[src/rtl/hazard_ctrl_pkg.sv]
// Shared widths, forwarding select codes and MDU tracker state encoding
// for the pipeline hazard controller.
package hazard_ctrl_pkg;

    localparam int REG_ADDR_W  = 5;
    localparam int STALL_CNT_W = 32;

    localparam logic [1:0] FWD_NONE = 2'b00;
    localparam logic [1:0] FWD_WB   = 2'b01;
    localparam logic [1:0] FWD_MEM  = 2'b10;

    typedef enum logic {
        MDU_RUN  = 1'b0,
        MDU_BUSY = 1'b1
    } mdu_state_e;

    // Register 0 is hard-wired, so it can never create a dependency.
    function automatic logic reg_match(input logic [REG_ADDR_W-1:0] a,
                                       input logic [REG_ADDR_W-1:0] b);
        return (a == b) && (a != '0);
    endfunction

endpackage

[src/rtl/hazard_ctrl_mdu_tracker.sv]
// Tracks the multi-cycle mul/div unit: busy for exactly MDU_LATENCY cycles
// after an accepted start; starts while busy are ignored.
module mdu_tracker
    import hazard_ctrl_pkg::*;
#(
    parameter int MDU_LATENCY = 4
) (
    input  logic clk,
    input  logic rst,
    input  logic start_i,
    output logic busy_o
);

    mdu_state_e state_q, state_d;
    logic [3:0] cnt_q, cnt_d;

    always_ff @(posedge clk) begin
        if (!rst) begin
            state_q <= MDU_RUN;
            cnt_q   <= '0;
        end else begin
            state_q <= state_d;
            cnt_q   <= cnt_d;
        end
    end

    always_comb begin
        state_d = state_q;
        cnt_d   = cnt_q;
        case (state_q)
            MDU_RUN: begin
                if (start_i) begin
                    state_d = MDU_BUSY;
                    cnt_d   = 4'(MDU_LATENCY - 1);
                end
            end
            MDU_BUSY: begin
                if (cnt_q == '0) begin
                    state_d = MDU_RUN;
                end else begin
                    cnt_d = cnt_q - 4'd1;
                end
            end
            default: begin
                state_d = MDU_RUN;
                cnt_d   = '0;
            end
        endcase
    end

    assign busy_o = rst && (state_q == MDU_BUSY);

endmodule

[src/rtl/hazard_ctrl.sv]
// Pipeline hazard controller: load-use/branch/MDU stalls, decode flush,
// EX and ID forwarding selects, and a saturating stall-cycle counter.
module hazard_ctrl
    import hazard_ctrl_pkg::*;
#(
    parameter int WIDTH       = STALL_CNT_W,
    parameter int MDU_LATENCY = 4
) (
    input  logic                  clk,
    input  logic                  rst,
    input  logic [REG_ADDR_W-1:0] rs_decode,
    input  logic [REG_ADDR_W-1:0] rt_decode,
    input  logic [REG_ADDR_W-1:0] rs_execute,
    input  logic [REG_ADDR_W-1:0] rt_execute,
    input  logic [REG_ADDR_W-1:0] wa_execute,
    input  logic [REG_ADDR_W-1:0] wa_memory,
    input  logic [REG_ADDR_W-1:0] wa_writeback,
    input  logic                  reg_write_execute,
    input  logic                  reg_write_memory,
    input  logic                  reg_write_writeback,
    input  logic                  mem_to_reg_execute,
    input  logic                  mem_to_reg_memory,
    input  logic                  branch_decode,
    input  logic                  jump_decode,
    input  logic                  pc_src_decode,
    input  logic                  mdu_use_decode,
    input  logic                  mdu_start_execute,
    output logic                  stall_fetch,
    output logic                  stall_decode,
    output logic                  flush_decode,
    output logic                  flush_execute,
    output logic                  forward_a_decode,
    output logic                  forward_b_decode,
    output logic [1:0]            forward_a_execute,
    output logic [1:0]            forward_b_execute,
    output logic                  mdu_busy,
    output logic [WIDTH-1:0]      stall_cycles
);

    logic             lw_stall, br_stall, mdu_stall, stall;
    logic [WIDTH-1:0] stall_cycles_q, stall_cycles_d;

    mdu_tracker #(
        .MDU_LATENCY (MDU_LATENCY)
    ) u_mdu_tracker (
        .clk     (clk),
        .rst     (rst),
        .start_i (mdu_start_execute),
        .busy_o  (mdu_busy)
    );

    always_comb begin
        lw_stall  = mem_to_reg_execute &&
                    (reg_match(wa_execute, rs_decode) || reg_match(wa_execute, rt_decode));
        // A branch compares in ID, so it must wait for any EX result and for a MEM load.
        br_stall  = branch_decode &&
                    ((reg_write_execute &&
                      (reg_match(wa_execute, rs_decode) || reg_match(wa_execute, rt_decode))) ||
                     (mem_to_reg_memory &&
                      (reg_match(wa_memory, rs_decode) || reg_match(wa_memory, rt_decode))));
        mdu_stall = mdu_busy && mdu_use_decode;
        stall     = rst && (lw_stall || br_stall || mdu_stall);
    end

    assign stall_fetch   = stall;
    assign stall_decode  = stall;
    assign flush_execute = stall;
    assign flush_decode  = rst && (pc_src_decode || jump_decode) && !stall;

    assign forward_a_decode = rst && reg_write_memory && reg_match(wa_memory, rs_decode);
    assign forward_b_decode = rst && reg_write_memory && reg_match(wa_memory, rt_decode);

    always_comb begin
        forward_a_execute = FWD_NONE;
        forward_b_execute = FWD_NONE;
        if (rst) begin
            if (reg_write_memory && reg_match(wa_memory, rs_execute)) begin
                forward_a_execute = FWD_MEM;
            end else if (reg_write_writeback && reg_match(wa_writeback, rs_execute)) begin
                forward_a_execute = FWD_WB;
            end
            if (reg_write_memory && reg_match(wa_memory, rt_execute)) begin
                forward_b_execute = FWD_MEM;
            end else if (reg_write_writeback && reg_match(wa_writeback, rt_execute)) begin
                forward_b_execute = FWD_WB;
            end
        end
    end

    always_comb begin
        stall_cycles_d = stall_cycles_q;
        if (stall && (stall_cycles_q != '1)) begin
            stall_cycles_d = stall_cycles_q + {{(WIDTH-1){1'b0}}, 1'b1};
        end
    end

    always_ff @(posedge clk) begin
        if (!rst) begin
            stall_cycles_q <= '0;
        end else begin
            stall_cycles_q <= stall_cycles_d;
        end
    end

    assign stall_cycles = stall_cycles_q;

endmodule

[config.mk]
export PLATFORM = sky130hd
export DESIGN_NAME = hazard_ctrl
export DESIGN_NICKNAME = d
export VERILOG_FILES = /design/src/rtl/hazard_ctrl_pkg.sv /design/src/rtl/hazard_ctrl_mdu_tracker.sv /design/src/rtl/hazard_ctrl.sv
export SDC_FILE = /design/constraint.sdc
export NUM_CORES = 1
export LEC_CHECK = 0
export BUFFER_PORTS_ARGS = -buffer_cell sky130_fd_sc_hd__clkbuf_2
export CAP_MARGIN = 20
export CORE_MARGIN = 10
export CORE_UTILIZATION = 50
export CTS_CLUSTER_SIZE = 24
export DETAILED_ROUTE_END_ITERATION = 16
export PLACE_DENSITY = 0.8
export SKIP_CTS_REPAIR_TIMING = 1
export SYNTH_ARGS = -nofsm -noshare
export SYNTH_HDL_FRONTEND = slang
export SYNTH_HIERARCHICAL = 1
export SYNTH_SLANG_ARGS = --single-unit
[constraint.sdc]
create_clock -name clk -period 3.2 [get_ports clk]
set_input_delay 0.64 -clock clk [delete_from_list [all_inputs] [get_ports clk]]
set_output_delay 0.64 -clock clk [all_outputs]
set_load 0.1 [all_outputs]
-- Word level (Yosys, flattened, before mapping)
Index checks and enable logic that the tools add are counted.
Widths: inputs -> output; s select.
- register bits: 37
- bits of input ports: 47
- output and inout bits: 43
- word-level logic and storage cells: 66
- add/sub/neg operators: 2
- equality and inequality tests: 11
- mux-type cells: 12
- bitwise operators: 1
- reduce and logical (&&, ||, !) cells: 37
- operators by type and width (kind ; count):
    $eq 5x5->1 ; 8
    $add 32x1->32 const B ; 1
    $ne 32x32->1 const B ; 1
    $logic_and 1x1->1 ; 25
    $reduce_bool 5->1 ; 3
    $mux 2 ; 4
    $mux 4 ; 2
    $pmux 4 s2 ; 1
    $logic_or 1x1->1 ; 6
    $logic_not 4->1 ; 1
    $mux 1 ; 4
    $ne 2x2->1 const B ; 2
    $sub 4x1->4 const B ; 1
    $pmux 1 s2 ; 1
    $reduce_and 2->1 ; 1
    $logic_not 1->1 ; 1
    $not 1->1 ; 1

-- Logic depth before layout (Yosys ltp)
- depth after elaboration: 11
- mapped depth: 10
- depth with buffers taken out: 7

-- By module
Netlist, hierarchy kept.
- modules (own cells, without submodules) (module ; times used ; cells an instance ; area each (um^2) ; seq. area each (um^2)):
    hazard_ctrl ; 1 ; 301 ; 2357.3 ; 640.6
    mdu_tracker ; 1 ; 26 ; 254.0 ; 100.1

-- Least setup slack after synthesis
No wires, ideal clock.
- kind: input port to output port
- from: input port wa_writeback[2]
- to: output port forward_b_execute[0]
- arrival time: 4.152 ns
- required time: 2.560 ns
- slack: -1.592 ns
- cell stages on the path: 4
- path buffers: 0
- cells stage by stage: or4_1 o211ai_1 or4_1 nor4_1
- longest elaborated chain between the ends: 6
- elaborated cells between the ends (all ways): 7
- classes of those cells: eq/ne (1); mux (3); reduce/logical (3)
- ends and longest elaborated chain (item ; RTL line ; RTL):
    start, declared ; hazard_ctrl.sv:17 ; input logic [REG_ADDR_W-1:0] wa_writeback,
    $eq 5x5->1 or $reduce_bool 5->1 (tied branches) ; hazard_ctrl_pkg.sv:20 ; return (a == b) && (a != '0);
    $logic_and 1x1->1 * ; hazard_ctrl_pkg.sv:20 ;
    $logic_and 1x1->1 * ; hazard_ctrl.sv:84 ; end else if (reg_write_writeback && reg_match(wa_writeback, rt_execute)) begin
    $mux 1 * ; hazard_ctrl.sv:84 ;
    $mux 2 * ; hazard_ctrl.sv:82 ; if (reg_write_memory && reg_match(wa_memory, rt_execute)) begin
    $mux 2 * ; hazard_ctrl.sv:76 ; if (rst) begin
    end, declared ; hazard_ctrl.sv:35 ; output logic [1:0] forward_b_execute,
Mark *: on every way between the ends. The rest lies on a longest branch, timed or not.

-- Worst setup path after layout
- from: input port wa_execute[1]
- to: output port flush_decode
- longest elaborated chain between the ends: 11
- elaborated cells between the ends (all ways): 15
- classes of those cells: eq/ne (2); reduce/logical (13)
- ends and longest elaborated chain (item ; RTL line ; RTL):
    start, declared ; hazard_ctrl.sv:15 ; input logic [REG_ADDR_W-1:0] wa_execute,
    $eq 5x5->1 or $reduce_bool 5->1 (tied branches) ; hazard_ctrl_pkg.sv:20 ;
    $logic_and 1x1->1 ; hazard_ctrl_pkg.sv:20 ;
    $logic_or 1x1->1 * ; hazard_ctrl.sv:54, hazard_ctrl.sv:58 ;
    $logic_and 1x1->1 ; hazard_ctrl.sv:57 ; ((reg_write_execute &&
    $logic_or 1x1->1 ; hazard_ctrl.sv:58 ; (reg_match(wa_execute, rs_decode) || reg_match(wa_execute, rt_decode))) ||
    $logic_and 1x1->1 ; hazard_ctrl.sv:56 ; br_stall = branch_decode &&
    $logic_or 1x1->1 * (2 in a row) ; hazard_ctrl.sv:62 ; stall = rst && (lw_stall || br_stall || mdu_stall);
    $logic_and 1x1->1 * ; hazard_ctrl.sv:62 ;
    $logic_not 1->1 * ; hazard_ctrl.sv:68 ; assign flush_decode = rst && (pc_src_decode || jump_decode) && !stall;
    $logic_and 1x1->1 * ; hazard_ctrl.sv:68 ;
    end, declared ; hazard_ctrl.sv:30 ; output logic flush_decode,
Marked as above.

==> flow_summary_export.csv <==
group,metric,value,unit
synth,yosysSeqAreaShare,28.4,%
power,vdd.ir_drop.worst,0.213,mV
detailed_routing,via_count,2767,
floorplan,io_pins,90,
synth,syn_area,0.00261,mm^2
detailed_routing,viasPerCell,5.80,
clock_network,clkSinkCount,37,
global_routing,grt_pass1_wl,12900,um
synth,ys_async_sr_fraction,0,%
floorplan,die-area,0.00851,mm^2
clock_network,path_clk_slew,0.07,ns
synth,netlist_instances,327,
detailed_routing,drt-total-wl,7480,um
synth,synth_top_area_share,28.4,%
placement,dpl.hpwl,6020,um
detailed_routing,drt_iter0_drc,137,
synth,ys_ff_latch,37,
clock_network,cts_tree,"done",
synth,synthTopCellsByArea,"dfxtp_1, xor2_1, xnor2_1",
placement,place_congestion,0.816,
sta,maxSlewViolCount,0,
cells_and_area,multiInputGateArea,0.00178,mm^2
sta,fmax,341,MHz
detailed_routing,wire_per_inst,15.7,um
sta,period_needed,2.93,ns
critical_path,cp_max_fo,5,
sta,finalCritPeriodShare,91.7,%
sta,setup_viol,0,
cells_and_area,diodes,0,
power,cellLeakagePower,1.25,nW
synth,yosysTopAreaCell,"dfxtp_1",
cells_and_area,drive_gt1_share,28.3,%
global_routing,grt_pass1_vias,2878,
cells_and_area,area_growth,25.3,%
placement,dp.cells,470,
clock_network,clock_latency,0.29,ns
floorplan,coreArea,0.00507,mm^2
global_routing,globalRouteOverflowTotal,0,
critical_path,crit_type,"in -> out",
critical_path,endpoint_kind,"output port",
clock_network,cts_buffers,5,
synth,synth.avg_cell_area,7.99,um^2
sta,finalHoldViolCount,0,
synth,synth-edff-count,0,
global_routing,grt_max_degree,32,
detailed_routing,first_pass_iters,4,
synth,yosysWarnings,6,
clock_network,htreeDepth,2,
critical_path,arrival,2.29,ns
cells_and_area,register_area,741,um^2
run_status,run_status,"complete, no violations",
power,totalPowerFinal,1.05,mW
sta,fin_worst_skew,0.00688,ns
cells_and_area,final_cells,477,
cells_and_area,nets,456,
floorplan,die_x,92.3,um
critical_path,required,2.56,ns
floorplan,chipHeight,92.3,um
cells_and_area,fillers,465,
synth,post_synth_num_cell_types,45,
floorplan,rows,26,
run,maxCapViolations,0,
hold_path,min_path_type,"reg -> reg",
global_routing,antenna_found_initial,0,
detailed_routing,postRouteAntennaNets,0,
synth,synth-main-ff-cell,"dfxtp_1",
sta,rsz0062_at_grt,"false",
detailed_routing,drc,0,
clock_network,cts_root_buf,"clkbuf_8",
clock_network,clockBufferDepth,2,
sta,tightest_slew,0.562,ns
global_routing,gr-usage-all-layers,17.8,%
sta,timing.slew.headroom,62.7,%
floorplan,initial_core_util,51.5,%
placement,numPortBuffers,89,
synth,syn_nets,376,
power,power.density,320,mW/mm^2
critical_path,crit_path_start_kind,"input pin",
worst paths after layout:
check	from	to	slack, ns	depth (start not counted)
worst max-delay path	wa_execute[1]	flush_decode	0.27	7
worst min-delay path	stall_cycles[20]	stall_cycles[20]	0.50	2
worst max register to register	stall_cycles[2]	stall_cycles[1]	0.81	8
worst min register to register	stall_cycles[20]	stall_cycles[20]	0.50	2
kinds of logic after synthesis:
family | share of synthesized area (%)
XOR/XNOR | 13.8
buffers and inverters | 4.70
multiplexers | 3.45
AO/OA/AOI/OAI | 15.2
adder cells (fa/ha/maj) | 0.958
flip-flops | 28.4
AND/OR/NAND/NOR | 33.6
where the power goes:
group | leakage [nW] | switching, mW | internal [mW]
logic | 0.904 | 0.150 | 0.0922
registers | 0.299 | 0.00978 | 0.467
clock network | 0.0443 | 0.157 | 0.171
layout by cell type, fill, tap and decap left out, types with 3 or more instances in the layout:
cell type and instances:
nor3_2 3, nor4_1 6, nand2_1 29, nor3_1 10
or4_1 17, buf_4 6, and4_1 3, nor2_1 11
dfxtp_1 37, xor2_1 25, mux2i_1 9, xnor2_1 16
clkbuf_2 82, inv_1 6, buf_12 5, o31ai_1 15
nand4_1 9, o21ai_0 8, and2_1 5, nand2b_1 9
a21oi_1 22, nand3_1 24, clkbuf_8 6, and3_1 3
or3_1 8
metrics by stage:
| stage | worst slack, ns | hold slack (ns) | cell area (um^2) | setup TNS [ns] | utilization [%] |
|---|---|---|---|---|---|
| final | 0.266 | 0.495 | 3270 | 0 | 64.5 |
| after detailed placement | 0.247 | 0.485 | 3190 | 0 | 62.8 |
| after CTS | 0.251 | 0.496 | 3270 | 0 | 64.5 |
| after global placement | 0.317 | 0.470 | 3190 | 0 | 62.8 |
| after global routing | 0.205 | 0.543 | 3270 | 0 | 64.5 |
| after floorplan | -0.441 | 0.512 | 2690 | -0.441 | - |
synthesized netlist by cell type (3+ instances only):
cell type / instances
xor2_1: 25
or4_1: 17
xnor2_1: 16
nand4_1: 9
clkbuf_1: 8
or3_1: 8
nand3_1: 24
and4_1: 3
a21oi_1: 22
inv_1: 6
o21ai_0: 8
mux2i_1: 9
buf_2: 8
nand2b_1: 9
nor3_1: 12
buf_4: 4
and2_1: 6
dfxtp_1: 37
nor4_1: 7
o31ai_1: 16
nand2_1: 29
and3_1: 3
nor2_1: 13
worst max-delay path, stage by stage:
cell      delay [ns]
clkbuf_2        0.11
or4_1           0.53
nor2_1          0.13
a211oi_2        0.09
or3_1           0.42
nor2_2          0.18
buf_12          0.19
metal layers:
metal,vias up,wire (um),GRT usage (%)
met5,-,0,0
met4,0,123,5.53
met3,13,548,5.87
met2,102,3680,31.0
met1,1291,3130,20.0
li1,1361,-,-
state kept, by name, indices dropped and copies added (netlist names):
register               flops
u_mdu_tracker/state_q      1
u_mdu_tracker/cnt_q        4
stall_cycles              32
final cells by class:
| type | count | area share (%) |
|---|---|---|
| Clock buffer | 7 | 2.64 |
| Inverter | 6 | 0.688 |
| Multi-Input combinational cell | 264 | 54.4 |
| Sequential cell | 37 | 22.6 |
| Tap cell | 70 | 2.68 |
| Timing Repair Buffer | 93 | 17.0 |
(Power assumes the default switching activity.)
